`src/rtl/prim_arb_req_fifo_lane.sv`:
```
// One requester lane: a register-based FIFO whose head entry is presented to the arbiter.
// Latency: a push is visible on req_o/data_o after 1 edge, and a grant pops at the same edge.
// Backpressure: in_ready_o drops when the lane is full, and a same-cycle pop does not reopen it.
module prim_arb_req_fifo_lane #(
  parameter int DW    = 32,
  parameter int Depth = 2
) (
  input  logic          clk_i,
  input  logic          rst_ni,
  input  logic          in_valid_i,
  output logic          in_ready_o,
  input  logic [DW-1:0] in_data_i,
  output logic          req_o,
  output logic [DW-1:0] data_o,
  input  logic          gnt_i,
  output logic          gnt_empty_o
);
  localparam int CntW = $clog2(Depth + 1);
  localparam int PtrW = (Depth > 1) ? $clog2(Depth) : 1;
  localparam logic [CntW-1:0] CntFull = CntW'(Depth);
  localparam logic [PtrW-1:0] PtrLast = PtrW'(Depth - 1);

  logic [DW-1:0]   mem_q [Depth];
  logic [PtrW-1:0] wr_ptr_q, rd_ptr_q;
  logic [CntW-1:0] cnt_q;
  logic            push, pop;

  function automatic logic [PtrW-1:0] ptr_inc(input logic [PtrW-1:0] p);
    return (p == PtrLast) ? '0 : p + PtrW'(1);
  endfunction

  assign in_ready_o  = (cnt_q != CntFull);
  assign req_o       = (cnt_q != '0);
  assign data_o      = mem_q[rd_ptr_q];
  assign push        = in_valid_i & in_ready_o;
  // A grant to an empty lane is reported upward and otherwise ignored.
  assign pop         = gnt_i & req_o;
  assign gnt_empty_o = gnt_i & ~req_o;

  always_ff @(posedge clk_i or negedge rst_ni) begin
    if (!rst_ni) begin
      for (int i = 0; i < Depth; i++) begin
        mem_q[i] <= '0;
      end
    end else if (push) begin
      mem_q[wr_ptr_q] <= in_data_i;
    end
  end

  always_ff @(posedge clk_i or negedge rst_ni) begin
    if (!rst_ni) begin
      wr_ptr_q <= '0;
      rd_ptr_q <= '0;
      cnt_q    <= '0;
    end else begin
      if (push) wr_ptr_q <= ptr_inc(wr_ptr_q);
      if (pop)  rd_ptr_q <= ptr_inc(rd_ptr_q);
      case ({push, pop})
        2'b10:   cnt_q <= cnt_q + CntW'(1);
        2'b01:   cnt_q <= cnt_q - CntW'(1);
        default: cnt_q <= cnt_q;
      endcase
    end
  end

endmodule

```
`src/rtl/prim_arb_req_fifo.sv`:
```
// N-lane request buffer in front of the arbiter, with a sticky grant-protocol error.
// Latency: push-to-request takes 1 cycle, and grant-to-pop takes 0 cycles because pops happen at the sampling edge.
// Backpressure: each lane's in_ready_o is low while that lane is full; every output comes from registers.
module prim_arb_req_fifo #(
  parameter int N     = 8,
  parameter int DW    = 32,
  parameter int Depth = 2
) (
  input  logic          clk_i,
  input  logic          rst_ni,
  input  logic [N-1:0]  in_valid_i,
  output logic [N-1:0]  in_ready_o,
  input  logic [DW-1:0] in_data_i [N],
  output logic [N-1:0]  req_o,
  output logic [DW-1:0] data_o [N],
  input  logic [N-1:0]  gnt_i,
  output logic          err_o
);
  logic [N-1:0] gnt_empty;
  logic         gnt_multi;
  logic         err_q;

  for (genvar g = 0; g < N; g++) begin : gen_lane
    prim_arb_req_fifo_lane #(
      .DW    (DW),
      .Depth (Depth)
    ) u_lane (
      .clk_i       (clk_i),
      .rst_ni      (rst_ni),
      .in_valid_i  (in_valid_i[g]),
      .in_ready_o  (in_ready_o[g]),
      .in_data_i   (in_data_i[g]),
      .req_o       (req_o[g]),
      .data_o      (data_o[g]),
      .gnt_i       (gnt_i[g]),
      .gnt_empty_o (gnt_empty[g])
    );
  end

  // Clearing the lowest set bit leaves a nonzero value only when more than one grant bit is set.
  assign gnt_multi = |(gnt_i & (gnt_i - N'(1)));

  always_ff @(posedge clk_i or negedge rst_ni) begin
    if (!rst_ni) begin
      err_q <= 1'b0;
    end else if (gnt_multi || (|gnt_empty)) begin
      err_q <= 1'b1;
    end
  end

  assign err_o = err_q;

endmodule

```
`config.mk`:
```
export PLATFORM = sky130hd
export DESIGN_NAME = prim_arb_req_fifo
export DESIGN_NICKNAME = d
export VERILOG_FILES = /design/src/rtl/prim_arb_req_fifo_lane.sv /design/src/rtl/prim_arb_req_fifo.sv
export SDC_FILE = /design/constraint.sdc
export NUM_CORES = 1
export LEC_CHECK = 0
export CORE_MARGIN = 2
export CORE_UTILIZATION = 45
export DETAILED_ROUTE_END_ITERATION = 6
export GPL_ROUTABILITY_DRIVEN = 0
export GPL_TIMING_DRIVEN = 0
export PLACE_DENSITY = 0.76
export SYNTH_ARGS = -nofsm -noshare
export SYNTH_HDL_FRONTEND = slang
export SYNTH_SLANG_ARGS = --single-unit
```
`constraint.sdc`:
```
create_clock -name clk_i -period 1.79 [get_ports clk_i]
set_clock_uncertainty 0.1 [all_clocks]
set_input_delay 0.537 -clock clk_i [delete_from_list [all_inputs] [get_ports clk_i]]
set_output_delay 0.537 -clock clk_i [all_outputs]
set_load 0.02 [all_outputs]
```
==> results of run 1 <==
==> flip-flops by register name, summed over array words and instances (netlist names) <==
signal	count
gen_lane.u_lane.wr_ptr_q	8
gen_lane.u_lane.cnt_q	16
gen_lane.u_lane.rd_ptr_q	8
gen_lane.u_lane.mem_q	512
err_o	1
==> metal layers <==
metal / track usage, % / part of all wire, % / vias to the layer above
met1: 26.4 / 39 / 7882
met4: 9.84 / 4.0 / 8
li1: - / - / 6923
met3: 6.97 / 6.9 / 139
met2: 38.1 / 50 / 411
met5: 0 / 0.079 / -
==> power breakdown <==
group | leakage (µW) | internal (µW) | switching [µW] | total (µW)
Combinational | 0.00782 | 23700 | 18400 | 42100
Sequential | 0.00639 | 18800 | 3460 | 22200
Clock | 0.000984 | 7610 | 4850 | 12500
==> cells by family (layout without fill, tap and decap cells) <==
logic type | after synthesis | after routing | share of synthesized area (%)
buffers and inverters | 103 | 881 | 2.87
flip-flops | 545 | 545 | 56.9
multiplexers | 768 | 768 | 36.1
AND/OR/NAND/NOR | 60 | 60 | 1.99
XOR/XNOR | 40 | 40 | 1.46
adder cells (fa/ha/maj) | 8 | 8 | 0.418
other | 0 | 12 | 0
AO/OA/AOI/OAI | 9 | 9 | 0.272
==> worst register-to-register path, cell delays in order, from the launching register on <==
cell	delay (ps)
dfrtp_1	410
buf_6	130
nand2b_4	130
buf_4	140
nand3_2	140
buf_2	310
mux2_2	380
==> worst max-delay path by stage <==
| stage | startpoint | endpoint | slack, ps |
|---|---|---|---|
| floorplan | gen_lane[4].u_lane.rd_ptr_q$_DFFE_PN0P_ | data_o[118] | 20 |
| global placement | rst_ni | gen_lane[6].u_lane.mem_q[25]$_DFFE_PN0P_ | -23180 |
| detailed placement | gen_lane[3].u_lane.rd_ptr_q$_DFFE_PN0P_ | data_o[151] | -950 |
| CTS | gen_lane[0].u_lane.rd_ptr_q$_DFFE_PN0P_ | data_o[247] | -820 |
| global route | gen_lane[5].u_lane.rd_ptr_q$_DFFE_PN0P_ | data_o[84] | -790 |
| finish | gen_lane[5].u_lane.rd_ptr_q$_DFFE_PN0P_ | data_o[84] | -740 |
==> per-stage QoR <==
step	util (%)	instance area (µm²)	TNS (ps)	cells
after floorplan	-	24000	0	1533
after global placement	57.5	30300	-	2767
after detailed placement	57.7	30400	-468110	2771
after CTS	62.3	32800	-198730	2897
after global routing	65.5	34500	-187310	3009
final	65.5	34500	-165420	3011
==> final cells by class <==
type                       count  area [µm²]  share of cell area, %
buffer                        79         833                   2.42
antenna                       12        30.0                 0.0870
sequential                   545       13700                   39.6
tap                          688         861                   2.50
timing repair buffer         691        7030                   20.4
multi-input combinational    885       10100                   29.1
inverter                       7        26.3                 0.0762
clock buffer                  94        1820                   5.28
clock inverter                10         183                  0.529
==> synth_stat cells <==
library cell	number
and2_1	7
nor2_1	14
mux2_2	740
o32ai_1	1
o22a_1	1
and3_1	1
or2_2	3
nor2_4	8
o2bb2ai_1	1
nand2b_4	8
a211oi_1	1
buf_4	16
o22ai_1	1
ha_1	8
inv_1	7
xor2_1	16
buf_2	48
o21ai_0	3
nand2_2	8
nand4_1	1
clkbuf_1	8
buf_6	24
dfrtp_1	545
o22a_2	1
or4_4	1
xnor2_1	24
and2_2	1
nand3_2	8
mux2_1	28
==> timing repair <==
item	CTS	global route
setup buffers	24	102
endpoints found under the setup margin	278	511
hold endpoints to repair	99	99
pin swaps	0	12
gates cloned	6	12
gates resized for setup	841	953
==> results.yml, run 1 <==
pwr:
  power.density_nw_per_um2: 2230
  p_leak_uw: 0.0152
  vdd_drop_max_mv: 1.27
  finalPower_uw: 76800
status:
  violations: "negative hold slack, negative setup slack"
  status: "finished, violations left"
place:
  dp_hpwl_um: 45400
  io_buffers: 546
  dp_slack_ps: -954
critical_path:
  max_stage_delay_ps: 410
  end_kind: "output pin"
  cp_max_fo: 8
  crit_type: "flop to output pin"
  r2r_slack_ps: -70
  r2r_start: "gen_lane[6].u_lane.cnt_q[0]$_DFFE_PN0P_"
  rr_worst_depth: 6
  cp.depth: 5
  path_buf_inv: 4
  rr_endpoint: "gen_lane[6].u_lane.mem_q[27]$_DFFE_PN0P_"
  cp_data_required_time_ps: 1150
  cp_cell_sequence: "buf_12 -> buf_8 -> buf_4 -> mux2_4 -> buf_6"
  cpLargestDelayFamily: "buffers and inverters"
  startpoint_type: "flop"
  arrival_ps: 1890
  slowest_stage: "dfrtp_2"
cts:
  clkTransAtPathRegs_ps: 60
  htree_levels: 2
  cts-buffers-inserted: 58
  clock_latency_ps: 610
  clk_path_buf_depth: 3
  cts-root-buf: "clkbuf_16"
  cts_tree: "done"
  cts_sinks: 545
detailed_routing:
  ant_nets: 0
  drtPass1Iterations: 4
  wire_per_inst_um: 21.5
  drt-vias-per-instance: 5.10
  drt-total-wl_um: 64600
  drt_first_iter_violations: 466
  route.detailed.drc: 0
  vias: 15400
floorplanning:
  pin_count: 547
  die_w_um: 235
  start_util_pct: 45.5
  die_h_um: 235
  fp.coreArea_um2: 52700
  num_rows: 84
  dieArea_um2: 55100
logic_synthesis:
  yosysSeqAreaShare_pct: 56.9
  avgSynthCellArea_um2: 15.6
  synth_top_area_cell: "dfrtp_1"
  synthCells: 1533
  synth-seq-cells: 545
  synth_area_leaders: "dfrtp_1 57%, mux2_2 35%, mux2_1 1.3%, buf_6 1.1%, buf_2 1.0%"
  ys.warnings.count: 0
  syn_nets: 1815
  synth_top_area_share_pct: 56.9
  netlist_area_um2: 24000
  synth_cell_types: 29
timing:
  layout_setup_ws_ps: -736
  timing.fmax_ghz: 0.396
  finalMaxSlewViolations: 0
  slew_headroom_pct: 55.3
  whs_ps: -185
  min_period_over_period_pct: 141
  setup_violations: 322
  worst_pin_slew_ps: 671
  final_hold_viol_count: 99
  finalCriticalPeriod_ps: 2530
  rsz0062_at_grt: "true"
layout:
  nFillCells: 3764
  fin_nets: 2549
  final_cell_mix: "650 x mux2_2, 527 x dfrtp_1, 271 x clkdlybuf4s50_1"
  area_growth_pct: 44.0
  drive_above_1_share_pct: 60.3
  final_common_cell: "mux2_2"
global_route:
  grt_antenna_before_repair: 16
  grt_pass1_vias: 16900
  grtUsageTotal_pct: 22.5
  grt_start_max_net_pins: 125
  grt_pass1_wl_um: 97500
  grt-ovfl-total: 0
hold_path:
  hold_path_class: "input pin to async pin"
run:
  maxCapViolations: 0
Power figures use the tool's default switching activity.
==> run 2: changes to the inputs <==
Settings changed: CORE_MARGIN 2 to 5.
==> results.yml, run 2 (synthesis results as in run 1) <==
status:
  status: "finished, violations left"
  violations: "negative hold slack, negative setup slack"
detailed_routing:
  route.detailed.drc: 0
  drt-vias-per-instance: 5.13
  drt_first_iter_violations: 589
  vias: 15600
  drt-total-wl_um: 70100
  ant_nets: 0
  wire_per_inst_um: 23.0
  drtPass1Iterations: 6
critical_path:
  r2r_slack_ps: -150
  arrival_ps: 1910
  slowest_stage: "dfrtp_2"
  rr_endpoint: "gen_lane[1].u_lane.mem_q[21]$_DFFE_PN0P_"
  cpLargestDelayFamily: "buffers and inverters"
  cp_max_fo: 5
  cp_data_required_time_ps: 1150
  path_buf_inv: 4
  rr_worst_depth: 7
  startpoint_type: "flop"
  r2r_start: "gen_lane[1].u_lane.cnt_q[0]$_DFFE_PN0P_"
  crit_type: "flop to output pin"
  max_stage_delay_ps: 460
  end_kind: "output pin"
  cp_cell_sequence: "buf_8 -> buf_8 -> buf_6 -> mux2_4 -> buf_6"
floorplanning:
  pin_count: 547
  die_h_um: 241
  die_w_um: 241
  num_rows: 84
  dieArea_um2: 58000
  start_util_pct: 45.5
  fp.coreArea_um2: 52700
timing:
  finalMaxSlewViolations: 0
  worst_pin_slew_ps: 681
  rsz0062_at_grt: "true"
  timing.fmax_ghz: 0.393
  layout_setup_ws_ps: -754
  setup_violations: 383
  final_hold_viol_count: 95
  min_period_over_period_pct: 142
  slew_headroom_pct: 54.6
  finalCriticalPeriod_ps: 2540
  whs_ps: -219
hold_path:
  hold_path_class: "input pin to async pin"
pwr:
  vdd_drop_max_mv: 1.34
  finalPower_uw: 81500
  power.density_nw_per_um2: 2270
  p_leak_uw: 0.0160
global_route:
  grtUsageTotal_pct: 22.2
  grt-ovfl-total: 0
  grt_pass1_wl_um: 100000
  grt_start_max_net_pins: 130
  grt_antenna_before_repair: 20
  grt_pass1_vias: 17000
layout:
  final_common_cell: "mux2_2"
  largest_registers: "gen_lane.u_lane.mem_q: 512 flops, gen_lane.u_lane.cnt_q: 16 flops"
  area_growth_pct: 49.7
  stdcell_count: 3048
  top_register: "gen_lane.u_lane.mem_q"
  drive_above_1_share_pct: 61.3
  final_cell_mix: "558 x mux2_2, 531 x dfrtp_1, 321 x buf_6"
  fin_nets: 2578
  largest_reg_flops: 512
cts:
  cts-buffers-inserted: 57
  clock_latency_ps: 610
  clk_path_buf_depth: 3
  cts-root-buf: "clkbuf_16"
  htree_levels: 2
  cts_sinks: 545
  cts_tree: "done"
  clkTransAtPathRegs_ps: 60
place:
  io_buffers: 546
  post-place-cells: 2771
  dp_hpwl_um: 47200
run:
  maxCapViolations: 0
## run 2: metal layers
metal,up-vias,part of all wire (%),global-route usage (%)
met5,-,0.090,0
met4,12,2.8,6.94
met3,135,7.6,7.51
met2,414,51,38.1
met1,8079,38,26.7
li1,7006,-,-
## run 2: how the worst max path moves through the flow
| stage | from | endpoint | cells after the start |
|---|---|---|---|
| after floorplan | gen_lane[4].u_lane.rd_ptr_q$_DFFE_PN0P_ | data_o[118] | 3 |
| after global placement | rst_ni | gen_lane[6].u_lane.mem_q[27]$_DFFE_PN0P_ | 1 |
| after detailed placement | gen_lane[3].u_lane.rd_ptr_q$_DFFE_PN0P_ | data_o[150] | 4 |
| after CTS | gen_lane[6].u_lane.rd_ptr_q$_DFFE_PN0P_ | data_o[33] | 3 |
| after global routing | gen_lane[6].u_lane.rd_ptr_q$_DFFE_PN0P_ | data_o[63] | 5 |
| final | gen_lane[6].u_lane.rd_ptr_q$_DFFE_PN0P_ | data_o[63] | 5 |
## run 2: cell type report
cell class,instances,area [µm²]
fill,3455,16800
sequential,545,13700
multi-input combinational,885,10500
timing repair buffer,730,7990
clock buffer,75,1620
tap,688,861
buffer,70,805
clock inverter,31,432
antenna,17,42.5
inverter,7,26.3
## run 2: repair_timing
item	in CTS	in global routing
setup endpoints to repair	276	567
buffers inserted	89	82
hold endpoints to repair	95	95
pin swaps	7	20
gates resized for setup	1504	623
gates cloned	10	16
## run 2: stage by stage
step | instance area [µm²] | util, % | setup TNS (ps) | worst slack, ps | hold slack (ps)
detailed placement | 30400 | 57.7 | -413430 | -1010 | 373
global placement | 30300 | 57.5 | - | -23240 | 364
floorplan | 24000 | - | 0 | 19.0 | 141
finish | 35900 | 68.1 | -172090 | -754 | -219
CTS | 33600 | 63.8 | -180840 | -812 | -133
global route | 35900 | 68.1 | -196640 | -800 | -194
## run 2: where the power goes
part           switching [µW]  internal [µW]  leakage (µW)
clock network            5050           7790      0.000996
registers                3670          18800       0.00639
logic                   19500          26800       0.00861
